File: src/rtl/arb_pkg.sv
// Shared definitions for the prio_arb_n arbiter family.
//   ARB_FIXED / ARB_RR : values for the RR mode parameter
//   arb_state_t        : arbiter FSM state encoding
//   clog2_min1()       : index width for N requesters, never below 1
package arb_pkg;

    localparam int ARB_FIXED = 0;
    localparam int ARB_RR    = 1;

    typedef enum logic {
        ARB_IDLE = 1'b0,
        ARB_HOLD = 1'b1
    } arb_state_t;

    // Smallest w >= 1 such that 2**w >= n; elaborates as a constant.
    function automatic int clog2_min1(input int n);
        int w;
        w = 1;
        for (int k = 1; k < 31; k++) begin
            if ((1 << k) < n) w = k + 1;
        end
        return w;
    endfunction

endpackage

File: src/rtl/prio_arb_n_if.sv
// Request/grant bundle between requesters, arbiter and consumer.
//   req        : level request vector, bit i = requester i
//   out_ready  : consumer accepts the current grant
//   out_valid  : grant on out_idx/out_onehot is valid
//   out_idx    : binary index of the granted requester
//   out_onehot : one-hot copy of out_idx, zero when not valid
//   out_any    : combinational OR of req
// master = requester/consumer side, slave = arbiter side.
interface prio_arb_n_if #(
    parameter int N = 8
) ();
    import arb_pkg::*;

    localparam int W = clog2_min1(N);

    logic [N-1:0] req;
    logic         out_ready;
    logic         out_valid;
    logic [W-1:0] out_idx;
    logic [N-1:0] out_onehot;
    logic         out_any;

    modport master (
        output req,
        output out_ready,
        input  out_valid,
        input  out_idx,
        input  out_onehot,
        input  out_any
    );

    modport slave (
        input  req,
        input  out_ready,
        output out_valid,
        output out_idx,
        output out_onehot,
        output out_any
    );

endinterface

File: src/rtl/prio_arb_n_enc.sv
// prio_enc_n: combinational wrap-around priority encoder.
// Returns the first set bit of vec searching downward from top,
// wrapping from 0 to N-1 (not to 2**W-1).
//   vec   : candidate vector
//   top   : highest-priority position, must be < N
//   idx   : selected position (0 when nothing found)
//   found : vec has at least one set bit
module prio_enc_n import arb_pkg::*; #(
    parameter int N = 8,
    parameter int W = clog2_min1(N)
) (
    input  logic [N-1:0] vec,
    input  logic [W-1:0] top,
    output logic [W-1:0] idx,
    output logic         found
);

    // Walk from the lowest priority (distance N-1 below top) up to top
    // itself so that the closest match to top is the last one written.
    always_comb begin
        int pos;
        idx   = '0;
        found = 1'b0;
        pos   = 0;
        for (int k = N - 1; k >= 0; k--) begin
            pos = int'(top) - k;
            if (pos < 0) pos = pos + N;
            if (vec[pos]) begin
                idx   = pos[W-1:0];
                found = 1'b1;
            end
        end
    end

endmodule

File: src/rtl/prio_arb_n.sv
// prio_arb_n: registered N-input priority arbiter with valid/ready output.
// Fixed mode (RR=ARB_FIXED): highest set request wins.
// Round-robin mode (RR=ARB_RR): search downward from ptr with wrap; after
// each accepted grant g, ptr becomes g-1 (N-1 for g=0) so the requester
// just served has lowest priority.
//   clk : rising-edge clock
//   rst : synchronous active-high reset
//   bus : prio_arb_n_if slave modport (req/out_ready in, grant out)
//
// state    | meaning
// ARB_IDLE | no grant presented, out_valid=0
// ARB_HOLD | grant presented and frozen until out_ready
module prio_arb_n import arb_pkg::*; #(
    parameter int N  = 8,
    parameter int RR = ARB_FIXED,
    parameter int W  = clog2_min1(N)
) (
    input  logic         clk,
    input  logic         rst,
    prio_arb_n_if.slave  bus
);

    localparam logic [W-1:0] LAST = W'(N - 1);
    localparam logic [N-1:0] ONE  = N'(1);

    arb_state_t   r_state;
    arb_state_t   w_state_nx;
    logic [W-1:0] r_idx;
    logic [W-1:0] w_idx_nx;
    logic [N-1:0] r_onehot;
    logic [N-1:0] w_onehot_nx;
    logic [W-1:0] r_ptr;
    logic [W-1:0] w_ptr_nx;

    logic [W-1:0] w_ptr_hs;
    logic [W-1:0] w_top_load;
    logic [W-1:0] w_top_hs;
    logic [W-1:0] w_idx_load;
    logic [W-1:0] w_idx_hs;
    logic         w_found_load;
    logic         w_found_hs;

    // Pointer after a handshake on the current grant; the reload in the
    // same cycle already searches from it.
    assign w_ptr_hs   = (r_idx == '0) ? LAST : (r_idx - 1'b1);
    assign w_top_load = (RR == ARB_RR) ? r_ptr    : LAST;
    assign w_top_hs   = (RR == ARB_RR) ? w_ptr_hs : LAST;

    prio_enc_n #(.N(N), .W(W)) u_enc_load (
        .vec   (bus.req),
        .top   (w_top_load),
        .idx   (w_idx_load),
        .found (w_found_load)
    );

    prio_enc_n #(.N(N), .W(W)) u_enc_hs (
        .vec   (bus.req),
        .top   (w_top_hs),
        .idx   (w_idx_hs),
        .found (w_found_hs)
    );

    always_ff @(posedge clk) begin
        if (rst) begin
            r_state  <= ARB_IDLE;
            r_idx    <= '0;
            r_onehot <= '0;
            r_ptr    <= LAST;
        end else begin
            r_state  <= w_state_nx;
            r_idx    <= w_idx_nx;
            r_onehot <= w_onehot_nx;
            r_ptr    <= w_ptr_nx;
        end
    end

    always_comb begin
        w_state_nx  = r_state;
        w_idx_nx    = r_idx;
        w_onehot_nx = r_onehot;
        w_ptr_nx    = r_ptr;
        case (r_state)
            ARB_IDLE: begin
                if (w_found_load) begin
                    w_state_nx  = ARB_HOLD;
                    w_idx_nx    = w_idx_load;
                    w_onehot_nx = ONE << w_idx_load;
                end
            end
            ARB_HOLD: begin
                if (bus.out_ready) begin
                    if (RR == ARB_RR) w_ptr_nx = w_ptr_hs;
                    if (w_found_hs) begin
                        w_idx_nx    = w_idx_hs;
                        w_onehot_nx = ONE << w_idx_hs;
                    end else begin
                        // out_idx deliberately keeps the last grant.
                        w_state_nx  = ARB_IDLE;
                        w_onehot_nx = '0;
                    end
                end
            end
            default: begin
                w_state_nx  = ARB_IDLE;
                w_onehot_nx = '0;
            end
        endcase
    end

    assign bus.out_valid  = (r_state == ARB_HOLD);
    assign bus.out_idx    = r_idx;
    assign bus.out_onehot = r_onehot;
    assign bus.out_any    = |bus.req;

endmodule

File: src/flat_wrapper.sv
// flat-port wrapper written by rule: the top's interface ports become plain ports
module prio_arb_n_flat import arb_pkg::*;
#(
    parameter int N  = 8,
    parameter int RR = ARB_FIXED,
    parameter int W  = clog2_min1(N)
)
  (clk, rst, bus_req, bus_out_ready, bus_out_valid, bus_out_idx, bus_out_onehot, bus_out_any);
  prio_arb_n_if #(.N(N)) bus_i ();
  input  logic clk;
  input  logic rst;
  input wire logic [$bits(bus_i.req)-1:0] bus_req;
  input wire logic [$bits(bus_i.out_ready)-1:0] bus_out_ready;
  output wire logic [$bits(bus_i.out_valid)-1:0] bus_out_valid;
  output wire logic [$bits(bus_i.out_idx)-1:0] bus_out_idx;
  output wire logic [$bits(bus_i.out_onehot)-1:0] bus_out_onehot;
  output wire logic [$bits(bus_i.out_any)-1:0] bus_out_any;
  assign bus_i.req = bus_req;
  assign bus_i.out_ready = bus_out_ready;
  assign bus_out_valid = bus_i.out_valid;
  assign bus_out_idx = bus_i.out_idx;
  assign bus_out_onehot = bus_i.out_onehot;
  assign bus_out_any = bus_i.out_any;
  prio_arb_n #(.N(N), .RR(RR), .W(W)) u_core (.clk(clk), .rst(rst), .bus(bus_i));
endmodule
File: config.mk
export PLATFORM = sky130hd
export DESIGN_NAME = prio_arb_n_flat
export DESIGN_NICKNAME = d
export VERILOG_FILES = /design/src/rtl/arb_pkg.sv /design/src/rtl/prio_arb_n_if.sv /design/src/rtl/prio_arb_n_enc.sv /design/src/rtl/prio_arb_n.sv /design/src/flat_wrapper.sv
export SDC_FILE = /design/constraint.sdc
export NUM_CORES = 1
export LEC_CHECK = 0
export BUFFER_PORTS_ARGS = -buffer_cell sky130_fd_sc_hd__buf_2
export CORE_ASPECT_RATIO = 1.25
export CORE_MARGIN = 2
export CORE_UTILIZATION = 30
export DETAILED_ROUTE_END_ITERATION = 7
export PLACE_DENSITY = 0.52
export SLEW_MARGIN = 20
export SYNTH_ARGS = -nofsm -noshare
export SYNTH_HDL_FRONTEND = slang
export SYNTH_SLANG_ARGS = --single-unit
File: constraint.sdc
create_clock -name clk -period 2 [get_ports clk]
set_input_delay 0.4 -clock clk [delete_from_list [all_inputs] [get_ports clk]]
set_output_delay 0.4 -clock clk [all_outputs]
set_load 0.01 [all_outputs]
==> metrics.md <==
| Metric | Value |
|---|---|
| Final WL | `between 1 and 1.5 mm` |
| Hold buffer count at cts | `0` |
| Routability Congestion | `0.744` |
| IO Count | `24` |
| Die height | `around 52 um` |
| Max clock buf depth | `2` |
| Die X | `roughly 42 um` |
| WP data arrival | `1.28 ns` |
| Core area | `0.00177 mm2` |
| Critical path class | `primary input to output pin` |
| Slew Limit Fails | `0` |
| First-pass GRT wire length | `around 2.2 mm` |
| Placed cell count | `101` |
| Vias in the first global route | `~540` |
| Wire per inst | `about 13 um` |
| Worst EP required | `between 1.5 and 2 ns` |
| Top post-synthesis cells by area | `dfxtp_1, nor2_1, a21oi_1` |
| H-tree depth | `1` |
| Drt initial violations | `3` |
| Actual slew at the worst max-slew pin | `~0.54 ns` |
| Setup violations, final | `0` |
| Crit path cell chain | `buf_2, nor4_1, nand2_1, buf_2` |
| GRT Util Overall | `between 10% and 20%` |
| Worst path slowest cell | `nor4_1` |
| Crit. End Element | `output pin` |
| Worst path most repeated cell | `buf_2` |
| Syn Area/Cell | `roughly 9.3 um2` |
| Via/cell ratio | `between 5 and 6` |
| Fmax | `596 MHz` |
| Layout area overhead | `27.5%` |
| Pin count of the biggest net entering global routing | `12` |
| I/O Buffers | `23` |
| Post-route DRC | `0` |
| Outcome | `finished, final reports clean` |
| Worst hold stages | `2` |
| CTS resizes | `0` |
| Root Driver | `clkbuf_4` |
| Post-CTS Setup Repair Bufs | `0` |
| Initial antenna violation count | `0` |
| Worst path max stage delay | `just over 0.5 ns` |
| Fin cells | `around 100` |
| Ys Warns | `0` |
| Fill count | `~200` |
| Total die area | `approximately 0.0022 mm2` |
| Max VDD drop | `0.283 mV` |
| Setup Skew | `around 0.0062 ns` |
| Crit Reg-Reg Startpoint | `u_core.bus.out_valid` |
| Pre-antenna DRT Iters | `2` |
| Routed via count | `~560` |
| CTS sink cnt | `12` |
| Flop-to-flop setup slack | `0.72 ns` |
| Worst-Skew Late Latency | `approximately 0.28 ns` |
| Starting density of the core | `about a third` |
| Synth area leader | `dfxtp_1` |
| Post-layout nets | `~100` |
| Hold EP | `u_core.bus.out_idx[2]` |
| Hold Fails Final Rpt | `0` |
| Synthesized Nets | `a little over 70` |
| CP Launch Type | `primary input` |
| Hold Path Class | `primary input to flip-flop` |
| Min Hold Slack | `roughly 0.43 ns` |
| Share of cells above drive strength 1 | `about two fifths` |
| Worst Hold Launch | `rst` |
| Sequential fraction of the synthesis area | `between 40 and 50%` |
| Row Count | `17` |
| Post-layout min period | `1.68 ns` |
| Pre-CTS WS | `between 0.15 and 0.2 ns` |
| Reg2reg path depth | `4` |
| Post-route clock period utilization | `~84%` |
| Worst-path fanout max | `5` |
| Grt ovf | `0` |
| CTS tree | `yes` |
| TritonCTS Buffers | `3` |
| Static Leak | `about 0.31 nW` |
| Final ANT Viol Nets | `0` |
| Final worst slack | `roughly 0.32 ns` |
| RSZ-0062 raised after global routing | `false` |
| Synth top area share | `a little over two fifths` |
| Flops & latches, synth | `12` |
| Slew headroom | `~64%` |
| Pwr Density | `between 600 and 700 mW/mm2` |
| Setup TNS | `0 ns` |
| Max Cap Violations | `0` |
| Post-synthesis cell type count | `27` |
| Reg2reg end | `u_core.bus.out_onehot[2]` |
| Clk pin slew, worst setup/hold paths | `0.07 ns` |
| Post-Syn Area | `roughly 560 um2` |
| Final Util | `between 40% and 50%` |
| Cells after Synth | `60` |
| Antenna diodes | `0` |
worst max-delay path by stage:
stage               start                        to  slack, ns  cells past startpoint
2_1_floorplan  bus_req[3]  u_core.bus.out_onehot[3]       0.41                      4
3_3_place_gp   bus_req[3]  u_core.bus.out_onehot[0]       0.22                      5
3_5_place_dp   bus_req[3]  u_core.bus.out_onehot[1]       0.19                      5
4_1_cts        bus_req[3]               bus_out_any       0.31                      4
5_1_grt        bus_req[3]               bus_out_any       0.22                      4
6_report       bus_req[3]               bus_out_any       0.32                      4
synth_stat cells:
cell and instances:
nor2_1 8, a21oi_1 5, nand4b_1 1, inv_1 1
dlygate4sd1_1 1, nand3_1 1, o21bai_1 1, a22oi_1 1
nor3_1 3, nand2_1 4, nand2b_1 1, and3_1 1
nor4_1 3, o21ba_2 1, o21ai_0 2, a31oi_1 1
a22o_2 2, o311a_2 1, dfxtp_1 12, and2b_1 1
a32oi_1 1, nor2b_1 1, or3_1 1, o2bb2ai_1 2
and2b_4 1, or4_4 2, o31ai_4 1
stage by stage:
stage | instance area, um2 | total power [W]
4_1_cts | 708 | 0.000479
3_5_place_dp | 686 | 0.000335
6_report | 708 | 0.000478
5_1_grt | 708 | 0.000503
2_1_floorplan | 556 | 0.000301
3_3_place_gp | 686 | 0.000335
cells in the final DEF (no fill, tap or decap), types with 2 or more instances in the layout:
master,n
or4_4,2
nor4_1,3
nand2_1,4
a21oi_1,5
nor3_1,3
a22o_2,2
buf_2,23
clkbuf_4,3
dfxtp_1,12
o2bb2ai_1,2
nor2_1,8
o21ai_0,2
where the power goes:
group | switching (W) | leakage [nW] | internal (W)
sequential | 0.00000523 | 0.0986 | 0.000249
combinational | 0.0000431 | 0.198 | 0.0000321
clock | 0.0000795 | 0.0138 | 0.0000698
state kept, by name, indices dropped and copies added, names as in the netlist:
name	cells
u_core.bus.out_idx	3
u_core.bus.out_onehot	8
u_core.bus.out_valid	1
area by class of cell:
cell class	count	area [um2]	share of cell area, %
clock buffers	3	22.5	3.18
flip-flops and latches	12	240	33.9
well taps	19	23.8	3.36
repair buffers	23	115	16.3
inverters	1	3.75	0.530
multi-input cells	46	303	42.8
logic make-up after synthesis:
family / after synthesis / share of synthesized area, %
AO/OA/AOI/OAI: 18 / 26.1
buffers and inverters: 2 / 2.25
flip-flops: 12 / 43.2
AND/OR/NAND/NOR: 28 / 28.4
per-layer routing:
layer  routed length (um)  GRT usage [%]  up-vias  part of all wire [%]
li1                     -              -      278                     -
met1                  602           14.6      260                    44
met2                  661           23.1       16                    48
met3                   86           2.78        5                   6.2
met4                   27           6.77        0                   2.0
met5                    0              0        -                     0
critical path, delay by kind of cell:
kind | cells | cell delay [ns]
and+or+nand+nor | 2 | 0.59
buffers and inverters | 2 | 0.29
Note: power is estimated with default switching activity, not from simulation.
